[src/rtl/toggle_counter_pkg.sv]
// Shared constants for the toggle-cell based modulo counter.
package toggle_counter_pkg;

    // Default geometry: a decade counter in four bits
    localparam int unsigned DEF_WIDTH   = 4;
    localparam int unsigned DEF_MODULUS = 10;

    // Count direction as presented on the up input
    typedef enum logic {
        DIR_DOWN = 1'b0,
        DIR_UP   = 1'b1
    } dir_e;

endpackage : toggle_counter_pkg

[src/rtl/toggle_counter_tcell.sv]
// Single toggle flip-flop with synchronous load and asynchronous active-low reset.
// Holds one bit of count state; it knows nothing about counting.
module tcell (
    input  logic clk,
    input  logic rst,
    input  logic t,
    input  logic sload,
    input  logic sdata,
    output logic q,
    output logic qbar
);

    logic state;

    // Reset clears the bit; load overrides toggle; otherwise toggle when t is high
    always_ff @(posedge clk or negedge rst) begin
        if (!rst) begin
            state <= 1'b0;
        end else if (sload) begin
            state <= sdata;
        end else if (t) begin
            state <= ~state;
        end
    end

    assign q    = state;
    assign qbar = ~state;

endmodule : tcell

[src/rtl/toggle_counter.sv]
// Up/down modulo counter built from one toggle cell per bit.
// The next count is computed here and turned into per-bit toggle enables;
// the cells only store state. Load takes priority over counting and saturates
// out-of-range values to MODULUS-1.
module toggle_counter
    import toggle_counter_pkg::*;
#(
    parameter int unsigned WIDTH   = DEF_WIDTH,
    parameter int unsigned MODULUS = DEF_MODULUS
) (
    input  logic             clk,
    input  logic             rst,
    input  logic             en,
    input  logic             up,
    input  logic             load,
    input  logic [WIDTH-1:0] din,
    output logic [WIDTH-1:0] q,
    output logic [WIDTH-1:0] qbar,
    output logic             tc,
    output logic             wrap
);

    // Largest legal count and the modulus widened so 2**WIDTH is representable
    localparam logic [WIDTH-1:0] MAX_COUNT = WIDTH'(MODULUS - 1);
    localparam logic [WIDTH:0]   MOD_EXT   = (WIDTH + 1)'(MODULUS);

    dir_e             dir;
    logic             at_max;
    logic             at_zero;
    logic [WIDTH-1:0] next_count;
    logic [WIDTH-1:0] load_value;
    logic [WIDTH-1:0] t;

    assign dir     = dir_e'(up);
    assign at_max  = (q == MAX_COUNT);
    assign at_zero = (q == '0);

    // Terminal count: the enabled step about to roll over in the current direction
    assign tc = en & (((dir == DIR_UP) & at_max) | ((dir == DIR_DOWN) & at_zero));

    // Next count when counting; holds when disabled
    always_comb begin
        next_count = q;
        if (en) begin
            if (dir == DIR_UP) begin
                next_count = at_max ? '0 : q + 1'b1;
            end else begin
                next_count = at_zero ? MAX_COUNT : q - 1'b1;
            end
        end
    end

    // Load value clamped into the count range
    always_comb begin
        load_value = din;
        if ({1'b0, din} >= MOD_EXT) begin
            load_value = MAX_COUNT;
        end
    end

    // A bit toggles exactly where the next count differs from the current one;
    // during a load the cells ignore t and take load_value instead
    assign t = next_count ^ q;

    genvar gi;
    generate
        for (gi = 0; gi < WIDTH; gi++) begin : g_cell
            tcell u_cell (
                .clk   (clk),
                .rst   (rst),
                .t     (t[gi]),
                .sload (load),
                .sdata (load_value[gi]),
                .q     (q[gi]),
                .qbar  (qbar[gi])
            );
        end
    endgenerate

    // One-cycle pulse after a counted roll-over; loads never produce it
    always_ff @(posedge clk or negedge rst) begin
        if (!rst) begin
            wrap <= 1'b0;
        end else begin
            wrap <= tc & ~load;
        end
    end

endmodule : toggle_counter
[config.mk]
export PLATFORM = sky130hd
export DESIGN_NAME = toggle_counter
export DESIGN_NICKNAME = d
export VERILOG_FILES = /design/src/rtl/toggle_counter_pkg.sv /design/src/rtl/toggle_counter_tcell.sv /design/src/rtl/toggle_counter.sv
export SDC_FILE = /design/constraint.sdc
export NUM_CORES = 1
export LEC_CHECK = 0
export CORE_AREA = 2 2 39 41
export CTS_CLUSTER_SIZE = 25
export DETAILED_ROUTE_END_ITERATION = 12
export DIE_AREA = 0 0 41 43
export HOLD_SLACK_MARGIN = 0.06
export PLACE_DENSITY = 0.78
export SYNTH_ARGS = -nofsm -noshare
export SYNTH_HDL_FRONTEND = slang
export SYNTH_SLANG_ARGS = --single-unit
[constraint.sdc]
create_clock -name clk -period 2.46 [get_ports clk]
set_input_delay 0.615 -clock clk [delete_from_list [all_inputs] [get_ports clk]]
set_output_delay 0.615 -clock clk [all_outputs]
set_load 0.03 [all_outputs]
# == Word-level counts from Yosys, hierarchy flattened ==
# Cells that the tools add are included.
# classes
bitwise,12
muxes,13
eq_ne,1
reduce_logical,5
n_lt_le_gt_ge,1
addsub,2
# op_table
operator,count
$mux W4,5
$mux W1,8
$reduce_bool A2 Y1,4
$not A1 Y1,6
$add A4 B1 Y4 const B,1
$and A1 B1 Y1,4
$eq A4 B4 Y1 const B,1
$ge A4 B4 Y1 const B,1
$logic_not A4 Y1,1
$sub A4 B1 Y4 const B,1
$xor A4 B4 Y4,1
$or A1 B1 Y1,1
# totals
out_inout_bits,10
ff_bits,5
elab_cells,39

# == Depth between registers and ports, before layout ==
# Gate-level depths: netlist of the first run.
# depth
depth_word,7
depth_mapped,6
ltp_nobuf,6

# == Cells and area by module ==
# From an unflattened synthesis of the first run, not the netlist that was laid out.
# hier_totals
hier_cells,58
area_unflattened_um2,475.5
# by_module_without_submodules
mod,area_per_inst_um2,seq_area_each_um2,cells_each,instances
toggle_counter,290.3,25.0,38,1
tcell,46.3,25.0,5,4

# == Least setup slack after synthesis of the first run ==
# OpenSTA, ideal clock, no wires.
# synth_timing
kind,input port to output port
startpoint,input up
endpoint,output tc
arrival_ps,1474
stages,4
required_time_ps,1845
slack_ps,371
n_path_buf,1
path_cell_list,buf_4 or3b_4 a21oi_2 and2_4
# synth_between
elab_chain_len,4
# synth_lines
item,line_no,text
"start, declared",toggle_counter.sv:14,"input logic up,"
$not A1 Y1,toggle_counter.sv:39,assign tc = en & (((dir == DIR_UP) & at_max) | ((dir == DIR_DOWN) & at_zero));
$and A1 B1 Y1,toggle_counter.sv:39,
$or A1 B1 Y1 (*),toggle_counter.sv:39,
$and A1 B1 Y1 (*),toggle_counter.sv:39,
"end, declared",toggle_counter.sv:19,"output logic tc,"
# Mark *: on every way between the ends. The rest lies on a longest branch, timed or not.

# == Worst setup path after layout of the first run ==
# layout_timing
startpoint,register g_cell[0].u_cell.state
endpoint,output tc
# layout_between
elab_chain_len,4
# layout_lines
item,line_no,text
"start, declared",toggle_counter_tcell.sv:13,logic state;
"start signal, assigned",toggle_counter_tcell.sv:20,state <= sdata;
"start signal, assigned",toggle_counter_tcell.sv:22,state <= ~state;
$eq A4 B4 Y1 or $logic_not A4 Y1 (tied branches),"toggle_counter.sv:35, toggle_counter.sv:36",
$and A1 B1 Y1,toggle_counter.sv:39,
$or A1 B1 Y1 (*),toggle_counter.sv:39,
$and A1 B1 Y1 (*),toggle_counter.sv:39,
# Marks and branches as above.

==> results_tabular.tex, run 1 <==
\begin{tabular}{lr}
\hline
Metric & Value \\
\hline
\multicolumn{2}{l}{\textbf{Clock tree}} \\
\quad Worst-path clk slew & $\sim$50 ps \\
\quad Number of buffers on the longest clock path & 2 \\
\quad Clock tree from TritonCTS & built \\
\quad Root buffer selected by CTS & clkbuf\_4 \\
\quad TritonCTS Sinks & 5 \\
\quad Number of buffers inserted during clock tree synthesis & 3 \\
\quad Total number of H-tree levels & 1 \\
\quad Hold buffer count at cts & 0 \\
\quad Insertion delay of the later-clocked pin in the worst-skew pair & 250 ps \\
\multicolumn{2}{l}{\textbf{Detailed routing}} \\
\quad Post-detailed-route via-to-cell ratio & about 5.1 \\
\quad Remaining routing DRC violations & 0 \\
\quad Total iterations of the first detailed-routing run & 4 \\
\quad Final wirelength & 1.16 mm \\
\quad Via count & roughly 470 \\
\quad Wire per inst & $\sim$13 microns \\
\quad First DRT Iteration DRCs & 3 \\
\quad Antenna-violating nets left & 0 \\
\multicolumn{2}{l}{\textbf{Critical path}} \\
\quad Endpoint arrival time on the critical path & 1750 ps \\
\quad Highest fanout seen on the critical path & 5 \\
\quad Type of the worst setup path & flop to output pin \\
\quad Critical path required time & between 1500 and 2000 ps \\
\quad CP endpoint kind & output pin \\
\quad Crit start category & flop \\
\multicolumn{2}{l}{\textbf{Run status}} \\
\quad Outcome & finished clean \\
\multicolumn{2}{l}{\textbf{Placed design}} \\
\quad Number of port buffers & 18 \\
\quad Final Wtd Congestion & 0.780 \\
\quad Final HPWL from detailed placement & approximately 820 microns \\
\multicolumn{2}{l}{\textbf{GRT}} \\
\quad First-pass GRT wire length & between 1.5 and 2 mm \\
\quad Grt total ovfl & 0 \\
\quad Global routing usage summed across all routing layers & between 10\% and 20\% \\
\quad Via count of the first global-routing pass & 449 \\
\quad Number of antenna violations at the first check in global routing & 0 \\
\quad Pin count of the biggest net entering global routing & 11 \\
\multicolumn{2}{l}{\textbf{STA}} \\
\quad Total of endpoints with negative setup slack in the final report & 0 \\
\quad Setup\_tns & 0 ps \\
\quad Relative slew slack & a little under 80\% \\
\quad Minimum period implied by the final worst setup slack & 2370 ps \\
\quad RSZ-0062 raised after global routing & no \\
\quad Largest clock skew in the final design & around 6.3 ps \\
\quad Fmax & between 400 and 500 MHz \\
\quad Worst slew pin tran & about 330 ps \\
\quad Final count of hold timing violations & 0 \\
\quad Max Transition Viols Final & 0 \\
\quad Fraction of the cycle the final worst path needs & between 90\% and 100\% \\
\multicolumn{2}{l}{\textbf{Floorplan}} \\
\quad Vertical die dimension & around 43 microns \\
\quad Die Outline Area & roughly 0.0018 sq mm \\
\quad Num rows & 14 \\
\quad Starting utilization of the core area & between 30\% and 40\% \\
\quad Die W & between 40 and 50 microns \\
\quad CORE AREA & 0.00138 sq mm \\
\quad Count of pins on the block boundary & 19 \\
\multicolumn{2}{l}{\textbf{Synthesis}} \\
\quad Post-Syn Area per Cell & 8.26 sq um \\
\quad Warnings, synthesis & 0 \\
\quad Area of the mapped netlist & about 500 sq um \\
\quad Sequential share of the synthesized area & between 20 and 30\% \\
\quad Number of distinct library cells after synthesis & 27 \\
\quad Syn nets & 72 \\
\quad Mapped Cells & 60 \\
\quad Post-synthesis sequential element count & 5 \\
\multicolumn{2}{l}{\textbf{Layout}} \\
\quad Most common library cell in the layout ignoring fill and taps & clkdlybuf4s50\_1 \\
\quad Inserted Diodes & 0 \\
\quad Footprint of the multi-input gates & 274 sq um \\
\quad Commonest non-fill, non-tap cells in the layout & 16 x clkdlybuf4s50\_1, 6 x inv\_1, 5 x dfrtp\_1 \\
\quad Count of nets after finishing & 88 \\
\quad Storage element area & 125 sq um \\
\quad Number of inserted filler cells in the final layout & between 100 and 150 \\
\quad Area added between synthesis and finish & 37.6\% \\
\quad Share of final-layout standard cells stronger than drive strength 1 & between 10\% and 20\% \\
\multicolumn{2}{l}{\textbf{Power and ir drop}} \\
\quad Peak supply drop & roughly 310 uV \\
\quad Power density relative to cell area & between 500 and 600 mW/mm\^{}2 \\
\quad Total leakage power & 0.000314 uW \\
\quad Post-layout power & roughly 400 uW \\
\multicolumn{2}{l}{\textbf{Flow run}} \\
\quad Max-Cap Viols & 0 \\
\multicolumn{2}{l}{\textbf{Min path}} \\
\quad Type of the most critical hold path & primary input to async pin \\
\hline
\end{tabular}
## per-stage QoR
| step | hold WS (ps) | setup WS (ps) | util [%] | std cells | instance area [sq um] |
|---|---|---|---|---|---|
| CTS | 592 | 51.5 | 48.4 | 91 | 669 |
| global placement | 727 | -37.8 | 45.8 | 86 | 633 |
| detailed placement | 716 | -42.8 | 45.8 | 86 | 633 |
| finish | 588 | 91.8 | 49.3 | 91 | 682 |
| floorplan | 319 | 371 | - | 60 | 495 |
| global route | 599 | 4.68 | 49.3 | 91 | 682 |
## final timing paths
kind	startpoint	endpoint	slack, ps	cells after the start
worst max-delay path	g_cell[0].u_cell.q$_DFFE_PN0P_	tc	90	6
worst min-delay path	rst	g_cell[3].u_cell.q$_DFFE_PN0P_	590	1
worst max register to register	g_cell[0].u_cell.q$_DFFE_PN0P_	g_cell[1].u_cell.q$_DFFE_PN0P_	720	7
worst min register to register	g_cell[1].u_cell.q$_DFFE_PN0P_	g_cell[1].u_cell.q$_DFFE_PN0P_	740	3
max in group asynchronous	rst	g_cell[0].u_cell.q$_DFFE_PN0P_	1680	1
min in group clk	g_cell[1].u_cell.q$_DFFE_PN0P_	g_cell[1].u_cell.q$_DFFE_PN0P_	740	3
## metal layers
| layer | global-route usage [%] | share of wire, % | up-vias |
|---|---|---|---|
| met4 | 18.0 | 6.0 | 0 |
| met2 | 21.6 | 48 | 24 |
| li1 | - | - | 229 |
| met3 | 1.57 | 5.3 | 8 |
| met1 | 16.0 | 41 | 205 |
| met5 | 0 | 0 | - |
## sequential cells by signal (all words and copies together) (netlist names)
signal / count
g_cell.u_cell.q: 4
wrap: 1
## Yosys cell counts
cell       number  area, sq um
a211o_1         2         17.5
a21o_1          1         7.51
and3b_1         1         8.76
a32oi_1         2         17.5
a21oi_2         1         8.76
inv_1           7         26.3
and2_4          1         8.76
or3b_4          1         11.3
a32o_1          1         10.0
o21ai_0         4         20.0
buf_6           1         11.3
nand2_1         4         15.0
ha_1            3         37.5
dfrtp_1         5          125
nand3_1         3         15.0
nor2_1          2         7.51
buf_1           1         3.75
a31oi_1         1         6.26
buf_4           9         67.6
a2bb2oi_1       1         8.76
and2b_1         1         7.51
mux2_2          1         11.3
nor2b_1         1         6.26
o22ai_1         1         6.26
nand4_1         1         6.26
xnor2_1         1         8.76
a21oi_1         3         15.0
## worst max-delay path, cell delays in order (launching register included)
cell	delay, ps
dfrtp_1	370
inv_1	160
ha_4	180
or3b_4	370
a21oi_2	150
and2_4	160
buf_6	120
## kinds of logic (layout without fill, tap and decap cells)
| logic type | count (synthesis) | in the layout | share of synthesized area (%) |
|---|---|---|---|
| buffers and inverters | 18 | 33 | 22.0 |
| AOI/OAI and AO/OA | 17 | 17 | 23.7 |
| and+or+nand+nor | 15 | 15 | 17.4 |
| DFF | 5 | 5 | 25.3 |
| adders and majority gates | 3 | 3 | 7.58 |
| xor gates and xnor gates | 1 | 1 | 1.77 |
| muxes | 1 | 1 | 2.27 |
## report_power, final
group	internal, uW	switching [uW]	total, uW
sequential	91.7	12.6	104
clock	61.4	35.3	96.7
combinational	95.4	104	200
## repair_timing
| item | in CTS | in global routing |
|---|---|---|
| endpoints found under the setup margin | 1 | 1 |
| setup buffers | 1 | 0 |
| resized for setup | 2 | 3 |
| pin swaps | 1 | 0 |
| endpoints found under the hold margin | 0 | 0 |
## cell type report
cell class | instances | share of cell area [%]
inverters | 7 | 3.85
multi-input cells | 37 | 40.2
well taps | 16 | 2.94
flip-flops and latches | 5 | 18.3
clock buffers | 4 | 3.85
repair buffers | 22 | 30.8
(Power assumes the default switching activity.)
==> inputs of run 2 (changes only) <==
--- a/config.mk
+++ b/config.mk
@@ -5,12 +5,14 @@
 export SDC_FILE = /design/constraint.sdc
 export NUM_CORES = 1
 export LEC_CHECK = 0
+export ABC_CLOCK_PERIOD_IN_PS = 2460
 export CORE_AREA = 2 2 39 41
 export CTS_CLUSTER_SIZE = 25
 export DETAILED_ROUTE_END_ITERATION = 12
 export DIE_AREA = 0 0 41 43
 export HOLD_SLACK_MARGIN = 0.06
 export PLACE_DENSITY = 0.78
+export SKIP_LAST_GASP = 1
 export SYNTH_ARGS = -nofsm -noshare
 export SYNTH_HDL_FRONTEND = slang
 export SYNTH_SLANG_ARGS = --single-unit
==> results of run 2 <==
Same layout as run 1: the final DEF is identical, and so are final timing and power.
